===== config.mk =====
export PLATFORM = sky130hd
export DESIGN_NAME = snn_inference_ctrl
export DESIGN_NICKNAME = d
export VERILOG_FILES = /design/src/rtl/snn_inference_ctrl.sv
export SDC_FILE = /design/constraint.sdc
export NUM_CORES = 1
export LEC_CHECK = 0
export ABC_CLOCK_PERIOD_IN_PS = 6600
export CORE_ASPECT_RATIO = 2
export CORE_MARGIN = 2
export CORE_UTILIZATION = 50
export DETAILED_ROUTE_END_ITERATION = 6
export PLACE_DENSITY = 0.69
export SLEW_MARGIN = 30
export SYNTH_ARGS = -nofsm -noshare
export SYNTH_HDL_FRONTEND = slang
export SYNTH_SLANG_ARGS = --single-unit

===== constraint.sdc =====
create_clock -name clk -period 6.6 [get_ports clk]
set_input_delay 1.32 -clock clk [delete_from_list [all_inputs] [get_ports clk]]
set_output_delay 1.32 -clock clk [all_outputs]
set_load 0.01 [all_outputs]

===== src/rtl/snn_inference_ctrl.sv =====
// Sequencer for one SNN inference: walks active input spikes, issues synapse row reads,
// samples neuron spikes per timestep and reports the argmax class. Optional: SNN_CTRL_TIMEOUT_EN.
module snn_inference_ctrl #(
    parameter int unsigned N_IN        = 32,
    parameter int unsigned N_OUT       = 16,
    parameter int unsigned CNT_W       = 8,
    parameter int unsigned TIMEOUT_CYC = 64,
    localparam int unsigned ADDR_W     = $clog2(N_IN),
    localparam int unsigned CLS_W      = $clog2(N_OUT)
) (
    input  logic              clk,
    input  logic              rst,
    input  logic              in_valid,
    output logic              in_ready,
    input  logic [N_IN-1:0]   in_spikes,
    input  logic              in_last,
    output logic              syn_req,
    output logic [ADDR_W-1:0] syn_addr,
    input  logic              syn_ack,
    input  logic [N_OUT-1:0]  neuron_spike,
    output logic              picture_done,
    output logic              result_valid,
    output logic [CLS_W-1:0]  result_class,
    output logic [CNT_W-1:0]  result_count,
    output logic              err_timeout
);

    typedef enum logic [2:0] {
        IDLE,
        SCAN,
        WAIT_ACK,
        SETTLE,
        SAMPLE,
        DECIDE,
        DONE
    } state_t;

    localparam logic [CNT_W-1:0] CNT_MAX  = {CNT_W{1'b1}};
    localparam logic [CLS_W-1:0] LAST_IDX = CLS_W'(N_OUT - 1);

    state_t            state;
    logic [N_IN-1:0]   pend;
    logic              last_r;
    logic [CNT_W-1:0]  cnt [N_OUT];
    logic [CLS_W-1:0]  dec_idx;
    logic [CLS_W-1:0]  best_idx;
    logic [CNT_W-1:0]  best_cnt;
    logic [ADDR_W-1:0] low_idx;
    logic              take;
    logic              timeout_hit;

    if (TIMEOUT_CYC < 1 || N_IN < 2 || N_OUT < 2 || CNT_W < 1) begin : g_bad_params
        $error("snn_inference_ctrl: invalid parameter set");
    end

    // Lowest pending input index; scanning downward lets the lowest set bit win.
    always_comb begin
        low_idx = '0;
        for (int i = N_IN - 1; i >= 0; i--) begin
            if (pend[i]) begin
                low_idx = ADDR_W'(i);
            end
        end
    end

    // Strict compare keeps the earliest index on ties.
    assign take = cnt[dec_idx] > best_cnt;

`ifdef SNN_CTRL_TIMEOUT_EN
    localparam int unsigned TO_W = $clog2(TIMEOUT_CYC + 1);

    logic [TO_W-1:0] wait_cnt;
    logic            err_r;

    assign timeout_hit = !syn_ack && (wait_cnt == TO_W'(TIMEOUT_CYC - 1));
    assign err_timeout = err_r;

    // Cycles spent waiting on the current row; restarts on every WAIT_ACK entry.
    always_ff @(posedge clk or posedge rst) begin
        if (rst) begin
            wait_cnt <= '0;
            err_r    <= 1'b0;
        end else begin
            if (state != WAIT_ACK) begin
                wait_cnt <= '0;
            end else if (!syn_ack) begin
                wait_cnt <= wait_cnt + TO_W'(1);
            end
            if (state == WAIT_ACK && timeout_hit) begin
                err_r <= 1'b1;
            end
        end
    end
`else
    assign timeout_hit = 1'b0;
    assign err_timeout = 1'b0;
`endif

    always_ff @(posedge clk or posedge rst) begin
        if (rst) begin
            state        <= IDLE;
            in_ready     <= 1'b1;
            syn_req      <= 1'b0;
            syn_addr     <= '0;
            picture_done <= 1'b0;
            result_valid <= 1'b0;
            result_class <= '0;
            result_count <= '0;
            pend         <= '0;
            last_r       <= 1'b0;
            dec_idx      <= '0;
            best_idx     <= '0;
            best_cnt     <= '0;
            for (int j = 0; j < N_OUT; j++) begin
                cnt[j] <= '0;
            end
        end else begin
            picture_done <= 1'b0;
            result_valid <= 1'b0;
            case (state)
                IDLE: begin
                    if (in_valid && in_ready) begin
                        pend     <= in_spikes;
                        last_r   <= in_last;
                        in_ready <= 1'b0;
                        state    <= SCAN;
                    end
                end
                SCAN: begin
                    if (pend != '0) begin
                        syn_addr <= low_idx;
                        syn_req  <= 1'b1;
                        state    <= WAIT_ACK;
                    end else begin
                        state <= SETTLE;
                    end
                end
                WAIT_ACK: begin
                    // A timed-out row is dropped exactly like an acknowledged one.
                    if (syn_ack || timeout_hit) begin
                        pend[syn_addr] <= 1'b0;
                        syn_req        <= 1'b0;
                        state          <= SCAN;
                    end
                end
                SETTLE: begin
                    state <= SAMPLE;
                end
                SAMPLE: begin
                    for (int j = 0; j < N_OUT; j++) begin
                        if (neuron_spike[j] && cnt[j] != CNT_MAX) begin
                            cnt[j] <= cnt[j] + CNT_W'(1);
                        end
                    end
                    dec_idx  <= '0;
                    best_idx <= '0;
                    best_cnt <= '0;
                    if (last_r) begin
                        state <= DECIDE;
                    end else begin
                        in_ready <= 1'b1;
                        state    <= IDLE;
                    end
                end
                DECIDE: begin
                    if (take) begin
                        best_cnt <= cnt[dec_idx];
                        best_idx <= dec_idx;
                    end
                    if (dec_idx == LAST_IDX) begin
                        result_class <= take ? dec_idx : best_idx;
                        result_count <= take ? cnt[dec_idx] : best_cnt;
                        result_valid <= 1'b1;
                        picture_done <= 1'b1;
                        state        <= DONE;
                    end else begin
                        dec_idx <= dec_idx + CLS_W'(1);
                    end
                end
                DONE: begin
                    for (int j = 0; j < N_OUT; j++) begin
                        cnt[j] <= '0;
                    end
                    in_ready <= 1'b1;
                    state    <= IDLE;
                end
                default: begin
                    syn_req  <= 1'b0;
                    in_ready <= 1'b1;
                    state    <= IDLE;
                end
            endcase
        end
    end

endmodule


==> out/metrics.yaml, run 1 <==
power_and_ir_drop:
  power_density_nw_per_um2: 375
  irDropWorstVdd_mv: 0.225
  p_leak_nw: 5.38
  power_mw: 4.75
layout:
  multi_input_area_sq_um: 5750
  fin_nets: 1245
  drive_above_1_share_pct: 7.97
  fillCellCount: 1924
  regArea_sq_um: 5010
  syn_to_final_growth_pct: 13.3
  diodes: 0
sta:
  tightestPinTransition_ns: 0.973
  period_minus_slack_ns: 4.38
  min_period_over_period_pct: 66.4
  max_clock_freq_mhz: 228
  drv_slew: 0
  clock_skew_ns: 0.0100
  finalSetupViolCount: 0
  finalSetupTns_ns: 0
  maxSlewHeadroom_pct: 34.6
  hold_violations: 0
  rsz0062_at_grt: "false"
grt:
  grt_pass1_vias: 8882
  antenna_found_initial: 0
  grt.total_usage_pct: 26.0
  grt_pass1_wl_microns: 46600
  grt_max_degree: 66
  met3_usage_pct: 5.83
  overflow: 0
  use_met1_pct: 27.7
  grt_use_met2_pct: 44.7
  busiest_layer: "met2"
yosys:
  synth.most_common_cell: "dfrtp_1"
  ys_top_cells_by_count: "dfrtp_1, nor2_1, nand2_1"
  ys_ff_latch: 200
  synth_cell_types: 64
  synth_area_leaders: "dfrtp_1, mux4_2, nor2_1"
  syn_area_sq_um: 11200
  yosys_most_used_dff: "dfrtp_1"
  synth_top_area_share_pct: 44.5
  synth.yosys.seq_area_share_pct: 44.7
  yosysWarnings: 0
  synth_async_sr_flop_share_pct: 100
  yosys.area.top_type: "dfrtp_1"
  syn_avg_cell_area_sq_um: 9.95
  syn-num-nets: 1203
  synth_edf_count: 0
  synthCells: 1125
clock_network:
  clockRootBuffer: "clkbuf_16"
  path_clk_slew_ns: 0.08
  post_cts_buffers: 0
  cts_hold_buf: 0
  cts.sinks: 200
  cts_resized: 0
  cts_tree: "built"
  cts_made_buffers: 17
  h-tree-depth: 4
  clk_latency_ns: 0.46
  ctsLongestPathBuffers: 2
routing:
  route.vias.total: 8776
  dr.pass1.iters: 5
  vias_per_cell: 6.03
  dr.first_iter.drc_count: 517
  drt-total-wl_microns: 28800
  wl_per_cell_microns: 19.8
  ant_nets: 0
  drc: 0
die:
  coreArea_sq_um: 22100
  io_pins: 75
  die_area_sq_um: 23700
  initial_core_util_pct: 50.7
  die_x_microns: 110
  fp.dieH_microns: 216
  num_rows: 77
setup_path:
  crit_fanout: 38
  worstSetupEndpointType: "register"
  worstPathArrival_ns: 4.77
  start_kind: "register"
  critPathKind: "reg2reg"
  crit_required_ns: 6.99
run:
  maxCapViolations: 0
place:
  dp_hpwl_microns: 21000
  gp_congestion: 1.00
  io_buffer_count: 73
hold_path:
  holdCritPathClass: "reg2reg"
run_status:
  status: "finished, final reports clean"
-- final timing paths --
| check | cells after the start | startpoint | endpoint | slack [ns] |
|---|---|---|---|---|
| setup / recovery | 9 | dec_idx[0]$_DFFE_PP0P_ | best_idx[0]$_DFFE_PP0P_ | 2.22 |
| hold / removal | 2 | result_class[2]$_DFFE_PP0P_ | result_class[2]$_DFFE_PP0P_ | 0.47 |
| setup reg to reg | 9 | dec_idx[0]$_DFFE_PP0P_ | best_idx[0]$_DFFE_PP0P_ | 2.22 |
| hold reg to reg | 2 | result_class[2]$_DFFE_PP0P_ | result_class[2]$_DFFE_PP0P_ | 0.47 |
| max in group asynchronous | 3 | rst | cnt[121]$_DFFE_PP0P_ | 3.92 |
| min in group asynchronous | 2 | rst | cnt[35]$_DFFE_PP0P_ | 1.37 |
-- metal layers --
layer  up-vias  routed length (microns)
li1       4120                        -
met3       102                     1220
met5         -                        0
met4         0                     1980
met1      4328                    10500
met2       226                    15100
-- power breakdown --
part | internal [mW] | switching, mW
Clock | 0.647 | 0.491
Sequential | 1.48 | 0.451
Combinational | 0.752 | 0.925
Total | 2.88 | 1.87
-- layout by cell type, fill, tap and decap left out, types with 6 or more instances in the layout --
master and count:
dfrtp_1 198, nor2_1 141, nand2_1 110, clkdlybuf4s50_1 73, o21ai_0 67, xnor2_1 49
nand3_1 46, a22o_1 43, xor2_1 40, inv_1 39, nand4_1 37, nor3_1 33
mux4_2 32, mux2i_1 32, ha_1 25, a21oi_1 23, or3_1 19, clkbuf_16 17
a22oi_1 16, nor4_1 13, and3_1 10, nand2b_1 9, o21ai_1 8, buf_4 7
nor2b_1 6, o211ai_2 6
-- cell families (layout without fill, tap and decap cells) --
kind of cell,after synthesis,after routing,share of synthesized area (%)
AOI/OAI and AO/OA,202,202,13.2
xor gates and xnor gates,89,89,6.97
adders and majority gates,25,25,2.80
buffers and inverters,97,151,4.01
DFF,200,200,44.7
muxes,65,65,9.41
other,1,1,0.0335
and+or+nand+nor,446,446,18.9
-- registers in the layout, indices dropped and copies added, names as in the netlist --
name,count
pend,32
result_valid,1
cnt,128
syn_addr,5
in_ready,1
result_count,8
last_r,1
state,3
best_idx,4
dec_idx,4
syn_req,1
result_class,4
best_cnt,8
-- critical path: stages (launching register included) --
cell and delay, ns:
dfrtp_4 0.86, mux4_2 0.58, a22oi_1 0.38, nand2_1 0.17, ha_1 0.34, and4_1 0.18
nand2b_1 0.15, o2bb2ai_2 0.65, nor2b_1 0.73, a22o_1 0.26
-- stage by stage --
stage | instances | hold slack [ns] | setup WS, ns | util (%) | instance area (sq um)
4_1_cts | 1455 | 0.472 | 2.15 | 57.4 | 12700
2_1_floorplan | 1125 | 0.461 | 2.69 | - | 11200
6_report | 1455 | 0.465 | 2.22 | 57.5 | 12700
3_3_place_gp | 1424 | 0.453 | 1.80 | 54.5 | 12000
5_1_grt | 1455 | 0.488 | 1.92 | 57.5 | 12700
3_5_place_dp | 1424 | 0.455 | 2.18 | 54.6 | 12000
-- final cells by class --
cell class | instances | share of cell area, %
Clock buffer | 18 | 3.46
Clock inverter | 13 | 1.54
Inverter | 40 | 1.21
Multi-Input combinational cell | 828 | 45.4
Sequential cell | 200 | 39.5
Tap cell | 276 | 2.72
Timing Repair Buffer | 80 | 6.18
No activity file was read; power rests on OpenSTA's default activity.
==> run 2: changes to the inputs <==
ABC_CLOCK_PERIOD_IN_PS = 3600   (was 6600)
clock period = 3.6 ns   (was 6.6 ns; I/O delays follow)
==> out/metrics.yaml, run 2 (synthesized netlist as in run 1, its figures left out) <==
setup_path:
  crit_buf_inv: 2
  crit_chain: "buf_4 -> mux4_2 -> a22oi_1 -> nand2_1 -> ha_1 -> and4_1 -> nand2b_1 -> o2bb2ai_2 -> buf_4 -> mux2i_1 -> o21ai_0"
  start_kind: "register"
  path_common_cell: "buf_4"
  cp_top_family: "multiplexers"
  crit_fanout: 11
  cp_slowest_cell: "mux4_2"
  worstPathArrival_ns: 3.66
  critPathKind: "reg2reg"
  crit_required_ns: 3.91
  max_stage_delay_ns: 0.50
  worstSetupEndpointType: "register"
  rrSetupSlack_ns: 0.25
sta:
  period_minus_slack_ns: 3.35
  finalSetupViolCount: 0
  tightestPinTransition_ns: 0.853
  hold_violations: 0
  finalSetupTns_ns: 0
  min_period_over_period_pct: 93.2
  maxSlewHeadroom_pct: 42.6
  clock_skew_ns: 0.00883
  max_clock_freq_mhz: 298
  drv_slew: 0
  rsz0062_at_grt: "false"
layout:
  diodes: 0
  final_cells: 1466
  reg.largest.list: "cnt (128), pend (32)"
  largest_reg_flops: 128
  finalInstanceArea_sq_um: 12800
  final_cell_mix: "dfrtp_1, nor2_1, nand2_1, clkdlybuf4s50_1, o21ai_0"
  fillCellCount: 1945
  drive_above_1_share_pct: 8.91
  fin_util_pct: 57.9
  fin_nets: 1256
  syn_to_final_growth_pct: 14.2
  layout_commonest_cell: "dfrtp_1"
  largest_register: "cnt"
routing:
  dr.pass1.iters: 5
  wl_per_cell_microns: 19.6
  ant_nets: 0
  drt-total-wl_microns: 28800
  vias_per_cell: 6.00
  route.vias.total: 8796
  dr.first_iter.drc_count: 470
  drc: 0
die:
  io_pins: 75
  coreArea_sq_um: 22100
  num_rows: 77
  initial_core_util_pct: 50.7
  die_area_sq_um: 23700
  fp.dieH_microns: 216
  die_x_microns: 110
place:
  dp_hpwl_microns: 21200
  placed_cell_area_sq_um: 12100
  gp_congestion: 0.944
  dpl.cell_count: 1434
  io_buffer_count: 73
grt:
  grt_pass1_vias: 8919
  grt_pass1_wl_microns: 46400
  overflow: 0
  grt.total_usage_pct: 25.8
  grt_max_degree: 103
  antenna_found_initial: 0
run_status:
  status: "finished, final reports clean"
power_and_ir_drop:
  p_leak_nw: 5.44
  power_mw: 8.69
  irDropWorstVdd_mv: 0.469
  power_density_nw_per_um2: 680
clock_network:
  h-tree-depth: 4
  clk_latency_ns: 0.45
  cts.sinks: 200
  clockRootBuffer: "clkbuf_16"
  ctsLongestPathBuffers: 2
  cts_hold_buf: 0
  cts_made_buffers: 17
  cts_tree: "built"
  path_clk_slew_ns: 0.07
hold_path:
  holdCritPathClass: "reg2reg"
run:
  maxCapViolations: 0
-- run 2: where the power goes --
part           leakage, nW  total [mW]  switching [mW]  internal [mW]
combinational         2.46        3.24            1.76           1.48
sequential            2.69        3.47           0.755           2.72
clock                0.288        1.97           0.877           1.10
-- run 2: cell type report --
type / count / area [sq um] / area share [%]
Inverter: 40 / 154 / 1.20
Tap cell: 276 / 345 / 2.70
Timing Repair Buffer: 91 / 907 / 7.10
Clock buffer: 21 / 480 / 3.76
Sequential cell: 200 / 5010 / 39.2
Multi-Input combinational cell: 828 / 5760 / 45.1
Clock inverter: 10 / 119 / 0.930
-- run 2: timing repair --
action,in CTS,in global routing
pin swaps,0,0
cloned,0,0
setup endpoints to repair,12,21
setup buffers,0,1
gates resized for setup,1,3
hold endpoints to repair,0,0
-- run 2: per-stage QoR --
| step | hold slack, ns | worst slack [ns] |
|---|---|---|
| after floorplan | 0.461 | 0.292 |
| after global placement | 0.465 | -0.0148 |
| after detailed placement | 0.474 | -0.116 |
| after CTS | 0.503 | 0.113 |
| after global routing | 0.516 | 0.0556 |
| final | 0.494 | 0.247 |
-- run 2: metal layers --
metal / GRT usage, % / share of wire (%)
met1: 27.1 / 36
met4: 16.9 / 6.4
met5: 0 / 0
met3: 3.99 / 3.4
met2: 46.0 / 54
-- run 2: worst paths after layout --
check | start | end | cells after the start
setup / recovery | dec_idx[0]$_DFFE_PP0P_ | result_count[3]$_DFFE_PP0P_ | 11
hold / removal | result_count[4]$_DFFE_PP0P_ | result_count[4]$_DFFE_PP0P_ | 2
setup reg to reg | dec_idx[0]$_DFFE_PP0P_ | result_count[3]$_DFFE_PP0P_ | 11
hold reg to reg | result_count[4]$_DFFE_PP0P_ | result_count[4]$_DFFE_PP0P_ | 2
max in group asynchronous | rst | dec_idx[0]$_DFFE_PP0P_ | 3
min in group asynchronous | rst | cnt[58]$_DFFE_PP0P_ | 3
-- run 2: tightest hold or removal path, stage by stage (launching register included) --
cell and delay, ns:
dfrtp_1 0.35, nand2_1 0.05, o21ai_0 0.06
